`config.mk`:
```
export PLATFORM = sky130hd
export DESIGN_NAME = demux_symbol_sched
export DESIGN_NICKNAME = d
export VERILOG_FILES = /design/src/rtl/demux_symbol_sched.sv
export SDC_FILE = /design/constraint.sdc
export NUM_CORES = 1
export LEC_CHECK = 0
export BUFFER_PORTS_ARGS = -buffer_cell sky130_fd_sc_hd__clkbuf_2
export CELL_PAD_IN_SITES_DETAIL_PLACEMENT = 1
export CELL_PAD_IN_SITES_GLOBAL_PLACEMENT = 1
export CORE_MARGIN = 2
export CORE_UTILIZATION = 43
export CTS_BUF_LIST = sky130_fd_sc_hd__clkbuf_8
export DETAILED_ROUTE_END_ITERATION = 6
export PLACE_DENSITY = 0.94
export REMOVE_ABC_BUFFERS = 1
export SYNTH_ARGS = -nofsm -noshare
export SYNTH_HDL_FRONTEND = slang
export SYNTH_SLANG_ARGS = --single-unit
```
`constraint.sdc`:
```
create_clock -name inClk -period 3.02 [get_ports inClk]
set_input_delay 0.302 -clock inClk [delete_from_list [all_inputs] [get_ports inClk]]
set_output_delay 0.302 -clock inClk [all_outputs]
set_load 0.02 [all_outputs]
```
`src/rtl/demux_symbol_sched.sv`:
```
// demux_symbol_sched
//   Symbol scheduler for the 1:2 nibble demultiplexer in the Zigbee transmit
//   path. Bytes arrive over a valid/ready handshake. Each byte is split into
//   two 4-bit symbols, and each symbol is held for SYM_PERIOD clocks on the
//   demux data input. The demux select is driven so that the first nibble
//   lands on lane 0 and the second nibble lands on lane 1.
//
// Handshake: a byte transfers on a rising edge where inByteValid and
//   outByteReady are both high. inByte is sampled only on that edge.
//   outByteReady is combinational and never depends on inByteValid. It is
//   high when the block is idle, or in the last cycle of the second symbol,
//   provided the stream is enabled and reset is not asserted.
//
// Parameters
//   SYM_PERIOD  clocks each symbol is held (1..255)
//   LSB_FIRST   1: nibble [3:0] goes first, 0: nibble [7:4] goes first
//
// Ports
//   inClk          system clock, rising edge
//   inResetN       synchronous, active-low reset
//   inEnable       stream enable; gates byte acceptance only
//   inByte         byte to serialise
//   inByteValid    inByte is valid
//   outByteReady   byte accepted this cycle if valid
//   outSymbol      current symbol (demux data input)
//   outSel         demux select; 0 = first-nibble lane, 1 = second-nibble lane
//   outLaneValid   one-cycle strobe at the start of each symbol, per lane
//   outBusy        high whenever the FSM is not idle
//   outUnderrun    one-cycle pulse when the stream starves while enabled
//   dbg_state      FSM state (0 idle, 1 low/first symbol, 2 high/second symbol)
module demux_symbol_sched #(
   parameter int SYM_PERIOD = 16,
   parameter bit LSB_FIRST  = 1'b1
) (
   input  logic       inClk,
   input  logic       inResetN,
   input  logic       inEnable,
   input  logic [7:0] inByte,
   input  logic       inByteValid,
   output logic       outByteReady,
   output logic [3:0] outSymbol,
   output logic       outSel,
   output logic [1:0] outLaneValid,
   output logic       outBusy,
   output logic       outUnderrun,
   output logic [1:0] dbg_state
);

   typedef enum logic [1:0] {
      S_IDLE = 2'd0,
      S_LOW  = 2'd1,
      S_HIGH = 2'd2
   } state_t;

   // At least one counter bit, so that SYM_PERIOD = 1 still elaborates.
   localparam int CW = (SYM_PERIOD > 1) ? $clog2(SYM_PERIOD) : 1;
   localparam logic [CW-1:0] CNT_LAST = CW'(SYM_PERIOD - 1);

   state_t        state;
   state_t        state_nxt;
   logic [CW-1:0] cnt;
   logic [CW-1:0] cnt_nxt;
   logic [7:0]    byte_reg;
   logic          load_byte;
   logic          at_last;
   logic          xfer;
   logic [1:0]    lane_valid_nxt;
   logic          underrun_nxt;
   logic [1:0]    lane_valid_q;
   logic          underrun_q;
   logic [3:0]    first_nib;
   logic [3:0]    second_nib;

   assign first_nib  = LSB_FIRST ? byte_reg[3:0] : byte_reg[7:4];
   assign second_nib = LSB_FIRST ? byte_reg[7:4] : byte_reg[3:0];

   // Next-state logic. The lane strobes and the underrun pulse are computed
   // here and registered, so each one appears on the first cycle of the new
   // symbol, or on the cycle after the last HIGH cycle.
   always_comb begin
      at_last        = (cnt == CNT_LAST);
      // Reset is included so that ready reads low while reset is held.
      outByteReady   = inResetN && inEnable &&
                       ((state == S_IDLE) || ((state == S_HIGH) && at_last));
      xfer           = inByteValid && outByteReady;
      state_nxt      = state;
      cnt_nxt        = cnt;
      load_byte      = 1'b0;
      lane_valid_nxt = 2'b00;
      underrun_nxt   = 1'b0;
      case (state)
         S_IDLE: begin
            if (xfer) begin
               state_nxt      = S_LOW;
               cnt_nxt        = '0;
               load_byte      = 1'b1;
               lane_valid_nxt = 2'b01;
            end
         end
         S_LOW: begin
            if (at_last) begin
               state_nxt      = S_HIGH;
               cnt_nxt        = '0;
               lane_valid_nxt = 2'b10;
            end else begin
               cnt_nxt = cnt + CW'(1);
            end
         end
         S_HIGH: begin
            if (at_last) begin
               cnt_nxt = '0;
               if (xfer) begin
                  // Back-to-back byte: go straight into its first symbol.
                  state_nxt      = S_LOW;
                  load_byte      = 1'b1;
                  lane_valid_nxt = 2'b01;
               end else begin
                  // With enable low this is a normal end of stream.
                  state_nxt    = S_IDLE;
                  underrun_nxt = inEnable;
               end
            end else begin
               cnt_nxt = cnt + CW'(1);
            end
         end
         default: begin
            state_nxt = S_IDLE;
            cnt_nxt   = '0;
         end
      endcase
   end

   always_ff @(posedge inClk) begin
      if (!inResetN) begin
         state        <= S_IDLE;
         cnt          <= '0;
         byte_reg     <= 8'h00;
         lane_valid_q <= 2'b00;
         underrun_q   <= 1'b0;
      end else begin
         state        <= state_nxt;
         cnt          <= cnt_nxt;
         lane_valid_q <= lane_valid_nxt;
         underrun_q   <= underrun_nxt;
         if (load_byte) begin
            byte_reg <= inByte;
         end
      end
   end

   always_comb begin
      outSymbol = 4'h0;
      case (state)
         S_LOW:   outSymbol = first_nib;
         S_HIGH:  outSymbol = second_nib;
         default: outSymbol = 4'h0;
      endcase
   end

   assign outSel       = (state == S_HIGH);
   assign outBusy      = (state != S_IDLE);
   assign outLaneValid = lane_valid_q;
   assign outUnderrun  = underrun_q;
   assign dbg_state    = state;

endmodule

```
==> run_results.csv, run 1 <==
group,metric,value,unit
floorplan,start_util,0.469,
place,dpl-instance-area,1050,um^2
floorplan,dieWidth,50.7,um
clock_network,ctsHoldBuffers,0,
synthesis,yosysSeqAreaShare,0.362,
clock_network,post_cts_buffers,0,
synthesis,ys_types,34,
finish,fin_cells,156,
finish,seq_area,340,um^2
clock_network,cts_resized,0,
synthesis,synth_warnings,0,
timing,fin_hold_ws,274,ps
timing,drv_slew,0,
finish,largest_reg_flops,8,
power_and_ir_drop,ir_drop,297,uV
timing,maxSlewHeadroom,0.706,
timing,setup_viol,0,
clock_network,cts.sinks,17,
synthesis,synth.area.mux_share,0.0107,
global_route,grt_max_degree,24,
synthesis,synth-seq-cells,17,
timing,fin_worst_skew,1.69,ps
floorplan,fp.dieArea,2580,um^2
setup_path,startpoint_type,"register",
setup_path,r2r_start,"dbg_state[0]",
setup_path,cp-startpoint,"dbg_state[0]",
routing,viasPerCell,5.74,
finish,nets,148,
routing,wire_per_inst,16.4,um
finish,multi_input_area,551,um^2
place,dp.cells,152,
finish,antennaDiodeCount,0,
power_and_ir_drop,power_leakage,0.449,nW
synthesis,synth_compound_area_frac,0.256,
place,post-place-ws,1120,ps
global_route,track_usage,0.224,
setup_path,r2r_end,"dbg_state[0]",
clock_network,htreeDepth,1,
routing,final_antenna_net_count,0,
timing,layout_setup_ws,845,ps
routing,drc,0,
clock_network,path_clk_slew,60,ps
job,maxCapViolations,0,
clock_network,cts-root-buf,"clkbuf_8",
synthesis,synth_xor_area_frac,0,
setup_path,cp.required,2720,ps
finish,fillerInstances,255,
global_route,grt-ovfl-total,0,
finish,final_layout_size_suffix_gt1_frac,0.225,
synthesis,yosys.area_share.simple,0.240,
min_path,hp-class,"in -> reg",
floorplan,die_h,50.7,um
place,dp_hpwl,1910,um
timing,finalCriticalPeriod,2180,ps
routing,first_pass_iters,4,
timing,period_share,0.720,
setup_path,worstPathArrival,1870,ps
global_route,antenna_found_initial,0,
timing,rsz0062_at_grt,"false",
global_route,grt_pass1_vias,940,
clock_network,clock_latency,250,ps
routing,routed_wl,2560,um
setup_path,critPathKind,"reg -> out",
synthesis,syn_inst,107,
synthesis,synth_area_per_cell,8.78,um^2
routing,vias,895,
setup_path,cp-end-kind,"primary output",
power_and_ir_drop,power.density,479,nW/um^2
clock_network,clockBufferDepth,2,
floorplan,rows,16,
setup_path,cp-endpoint,"outByteReady",
clock_network,cts_tree,"yes",
floorplan,core,2000,um^2
timing,hold_violations,0,
synthesis,synthAdderAreaFrac,0.0799,
place,io_buffers,23,
clock_network,cts_made_buffers,3,
setup_path,crit_fanout,11,
place,routabilityCongestion,0.836,
floorplan,io_pins,24,
timing,fin_tns_setup,0,ps
finish,final_area,1100,um^2
setup_path,reg2reg_depth,5,
global_route,grt_pass1_wl,4330,um
outcome,status,"completed",
synthesis,synth_area,940,um^2
timing,tightest_slew,442,ps
setup_path,r2r_slack,1220,ps
synthesis,synth_top_family_by_area,"compound AO/OA/AOI/OAI gates",
routing,detail_route.iter0.violations,9,
timing,fmax,460,MHz
finish,area_growth,17.0,%
logic make-up after synthesis:
logic type,Yosys count
DFF,17
AOI/OAI and AO/OA,34
and+or+nand+nor,40
adders and majority gates,6
buffers and inverters,9
muxes,1
cell usage in the layout (no fill, tap or decap), types with 4 or more instances in the layout:
cell / instances
a22oi_1: 6
a21boi_1: 8
dfxtp_1: 17
nand3_1: 10
nand2_1: 8
ha_1: 6
inv_1: 5
nand4_1: 4
o21ai_0: 9
nor2b_1: 5
clkbuf_2: 23
cell usage after synthesis, drive strengths merged:
cell type | instances | area (um^2)
nor3 | 2 | 10.0
a22oi | 6 | 45.0
a21oi | 1 | 5.00
and4b | 1 | 10.0
nor2 | 2 | 7.51
mux2i | 1 | 10.0
o21a | 1 | 7.51
nor2b | 5 | 31.3
a21boi | 8 | 60.1
nand3 | 11 | 60.1
and3 | 1 | 6.26
ha | 6 | 75.1
o21ai | 10 | 50.0
nand4b | 1 | 8.76
and2 | 1 | 6.26
a21bo | 1 | 10.0
nand4 | 4 | 25.0
o22ai | 2 | 12.5
inv | 4 | 15.0
a311oi | 1 | 8.76
o211ai | 1 | 7.51
nand3b | 2 | 15.0
nand2 | 8 | 30.0
a41oi | 1 | 16.3
or3b | 1 | 8.76
a41o | 1 | 10.0
dfxtp | 17 | 340
or2 | 1 | 6.26
a211oi | 1 | 7.51
buf | 5 | 33.8
where the power goes:
part           total (mW)  internal [mW]  leakage, nW  switching, mW
Combinational       0.116         0.0421        0.284         0.0739
Clock               0.166         0.0902       0.0269         0.0763
Sequential          0.244          0.235        0.138        0.00918
Total               0.527          0.367        0.449          0.159
routing by layer:
layer | up-vias | global-route usage | routed length [um]
met5 | - | 0 | 0
met4 | 0 | 0.0901 | 43
met3 | 6 | 0.0417 | 101
met2 | 25 | 0.393 | 1280
met1 | 425 | 0.266 | 1130
li1 | 439 | - | -
worst max-delay path, cell delays in order (launching register included):
cell,delay (ps)
dfxtp_1,460
inv_1,100
ha_1,350
a41oi_2,440
nor2_1,100
clkbuf_2,170
worst min path at each step:
stage / startpoint / to / slack [ps] / depth (start not counted)
global route: inByte[3] / byte_reg[3] / 290 / 3
CTS: inByteValid / outUnderrun / 270 / 2
floorplan: inByteValid / outUnderrun / 380 / 1
global placement: byte_reg[4] / byte_reg[4] / 480 / 2
detailed placement: byte_reg[0] / byte_reg[0] / 470 / 2
finish: inByteValid / outUnderrun / 270 / 2
cell type report:
| class | count | area share |
|---|---|---|
| inverters | 4 | 0.0137 |
| flip-flops and latches | 17 | 0.309 |
| well taps | 27 | 0.0307 |
| multi-input cells | 81 | 0.501 |
| clock inverters | 1 | 0.00341 |
| repair buffers | 23 | 0.105 |
| clock buffers | 3 | 0.0375 |
metrics by stage:
step	util	total power, mW
floorplan	-	0.322
global placement	0.527	0.357
detailed placement	0.527	0.365
CTS	0.549	0.529
global route	0.549	0.555
finish	0.549	0.527
Note: power is estimated with default switching activity, not from simulation.
==> run 2: changes to the inputs <==
--- a/config.mk
+++ b/config.mk
@@ -8,11 +8,12 @@
 export BUFFER_PORTS_ARGS = -buffer_cell sky130_fd_sc_hd__clkbuf_2
 export CELL_PAD_IN_SITES_DETAIL_PLACEMENT = 1
 export CELL_PAD_IN_SITES_GLOBAL_PLACEMENT = 1
+export CORE_ASPECT_RATIO = 1.75
 export CORE_MARGIN = 2
-export CORE_UTILIZATION = 43
+export CORE_UTILIZATION = 36
 export CTS_BUF_LIST = sky130_fd_sc_hd__clkbuf_8
 export DETAILED_ROUTE_END_ITERATION = 6
-export PLACE_DENSITY = 0.94
+export PLACE_DENSITY = 0.85
 export REMOVE_ABC_BUFFERS = 1
 export SYNTH_ARGS = -nofsm -noshare
 export SYNTH_HDL_FRONTEND = slang
==> constraint.sdc (replaced) <==
create_clock -name inClk -period 1.8 [get_ports inClk]
set_input_delay 0.18 -clock inClk [delete_from_list [all_inputs] [get_ports inClk]]
set_output_delay 0.18 -clock inClk [all_outputs]
set_load 0.02 [all_outputs]
==> run_results.csv, run 2 (same netlist as run 1, synthesis figures left out) <==
group,metric,value,unit
outcome,status,"completed",
setup_path,cp_num_buf_inv,2,
setup_path,startpoint_type,"register",
timing,fin_tns_setup,0,ps
setup_path,r2r_slack,160,ps
clock_network,cts-root-buf,"clkbuf_8",
clock_network,cts_made_buffers,3,
place,routabilityCongestion,0.824,
timing,maxSlewHeadroom,0.766,
floorplan,dieWidth,42.6,um
clock_network,path_clk_slew,70,ps
clock_network,cts.sinks,17,
floorplan,core,2490,um^2
finish,antennaDiodeCount,0,
setup_path,cp.required,1620,ps
global_route,antenna_found_initial,0,
floorplan,die_h,71.6,um
power_and_ir_drop,ir_drop,477,uV
job,maxCapViolations,0,
clock_network,cts_tree,"yes",
floorplan,rows,24,
routing,drc,0,
setup_path,worstPathArrival,1490,ps
setup_path,crit_fanout,8,
clock_network,clock_latency,250,ps
routing,vias,946,
finish,seq_area,343,um^2
clock_network,clockBufferDepth,2,
setup_path,max_stage_delay,420,ps
timing,tightest_slew,351,ps
setup_path,critPathKind,"reg -> out",
timing,finalCriticalPeriod,1670,ps
timing,fmax,598,MHz
clock_network,htreeDepth,1,
min_path,hp-class,"in -> reg",
timing,period_share,0.929,
finish,largest_reg_flops,8,
place,io_buffers,23,
finish,nets,153,
routing,first_pass_iters,4,
power_and_ir_drop,power_leakage,0.472,nW
finish,fillerInstances,313,
routing,final_antenna_net_count,0,
global_route,grt_pass1_vias,1023,
finish,utilization,0.464,
setup_path,cp_cell_sequence,"inv_1 -> ha_2 -> nor2b_1 -> clkbuf_2",
routing,routed_wl,2890,um
finish,area_growth,23.2,%
setup_path,slowest_stage,"ha_2",
routing,detail_route.iter0.violations,13,
global_route,grt-ovfl-total,0,
timing,drv_slew,0,
timing,fin_worst_skew,2.45,ps
floorplan,io_pins,24,
finish,final_common_cell,"clkbuf_2",
timing,setup_viol,0,
global_route,grt_pass1_wl,4660,um
power_and_ir_drop,power.density,800,nW/um^2
routing,wire_per_inst,18.0,um
global_route,grt_max_degree,16,
setup_path,cp-end-kind,"primary output",
routing,viasPerCell,5.91,
floorplan,start_util,0.377,
finish,multi_input_area,569,um^2
floorplan,fp.dieArea,3050,um^2
timing,rsz0062_at_grt,"false",
timing,hold_violations,0,
finish,mostFrequentLayoutCells,"clkbuf_2 (23), dfxtp_1 (15), nand3_1 (10)",
global_route,track_usage,0.205,
finish,final_layout_size_suffix_gt1_frac,0.291,
place,dp_hpwl,2190,um
setup_path,critical_path.top_delay_family,"adder cells",
-- run 2: cell count changes in the layout (fill, tap and decap cells not counted), sizes merged --
cell | previous run | this run
buf | 0 | 5
-- run 2: worst register-to-register path, delay by kind of cell, from the launching register on --
kind          cells  cell delay, ps
flops             1             380
simple gates      3             800
buf+inv           1              80
fa+ha+maj         1             260
-- run 2: through the flow --
step | hold slack (ps) | worst slack [ps] | total power [mW] | instance area [um^2] | std cells
detailed placement | 425 | 99.6 | 0.627 | 1080 | 155
global route | 172 | 20.1 | 0.966 | 1160 | 160
finish | 159 | 128 | 0.925 | 1160 | 160
floorplan | 258 | 0.710 | 0.540 | 906 | 102
CTS | 157 | 1.83 | 0.922 | 1150 | 160
global placement | 410 | 206 | 0.616 | 1080 | 155
-- run 2: final timing paths --
path / from / to / cells past startpoint
max reg2reg: dbg_state[0] / dbg_state[0] / 5
min: inByte[5] / byte_reg[5] / 3
max: dbg_state[1] / outSymbol[2] / 4
min reg2reg: byte_reg[6] / byte_reg[6] / 2
-- run 2: final cells by class --
class	count	share of cell area
clock buffers	3	0.0357
clock inverters	1	0.00324
inverters	4	0.0130
multi-input cells	81	0.492
flip-flops and latches	17	0.296
well taps	26	0.0281
repair buffers	28	0.132
-- run 2: report_power, final --
part | total, mW | switching (mW) | internal [mW]
sequential | 0.409 | 0.0141 | 0.395
clock | 0.287 | 0.135 | 0.151
combinational | 0.230 | 0.137 | 0.0931
total | 0.925 | 0.286 | 0.639
-- run 2: metal layers --
metal / up-vias / routed length (um) / global-route usage / part of all wire
li1: 450 / - / - / -
met1: 451 / 904 / 0.167 / 0.31
met2: 32 / 1700 / 0.423 / 0.59
met3: 13 / 110 / 0.0277 / 0.038
met4: 0 / 172 / 0.125 / 0.060
met5: - / 0 / 0 / 0
-- run 2: timing repair --
item	4_1_cts	5_1_grt
buffers inserted	1	0
setup endpoints to repair	1	6
gates resized for setup	1	5
hold buffers	0	0
hold endpoints to repair	0	0
pin swaps	1	0
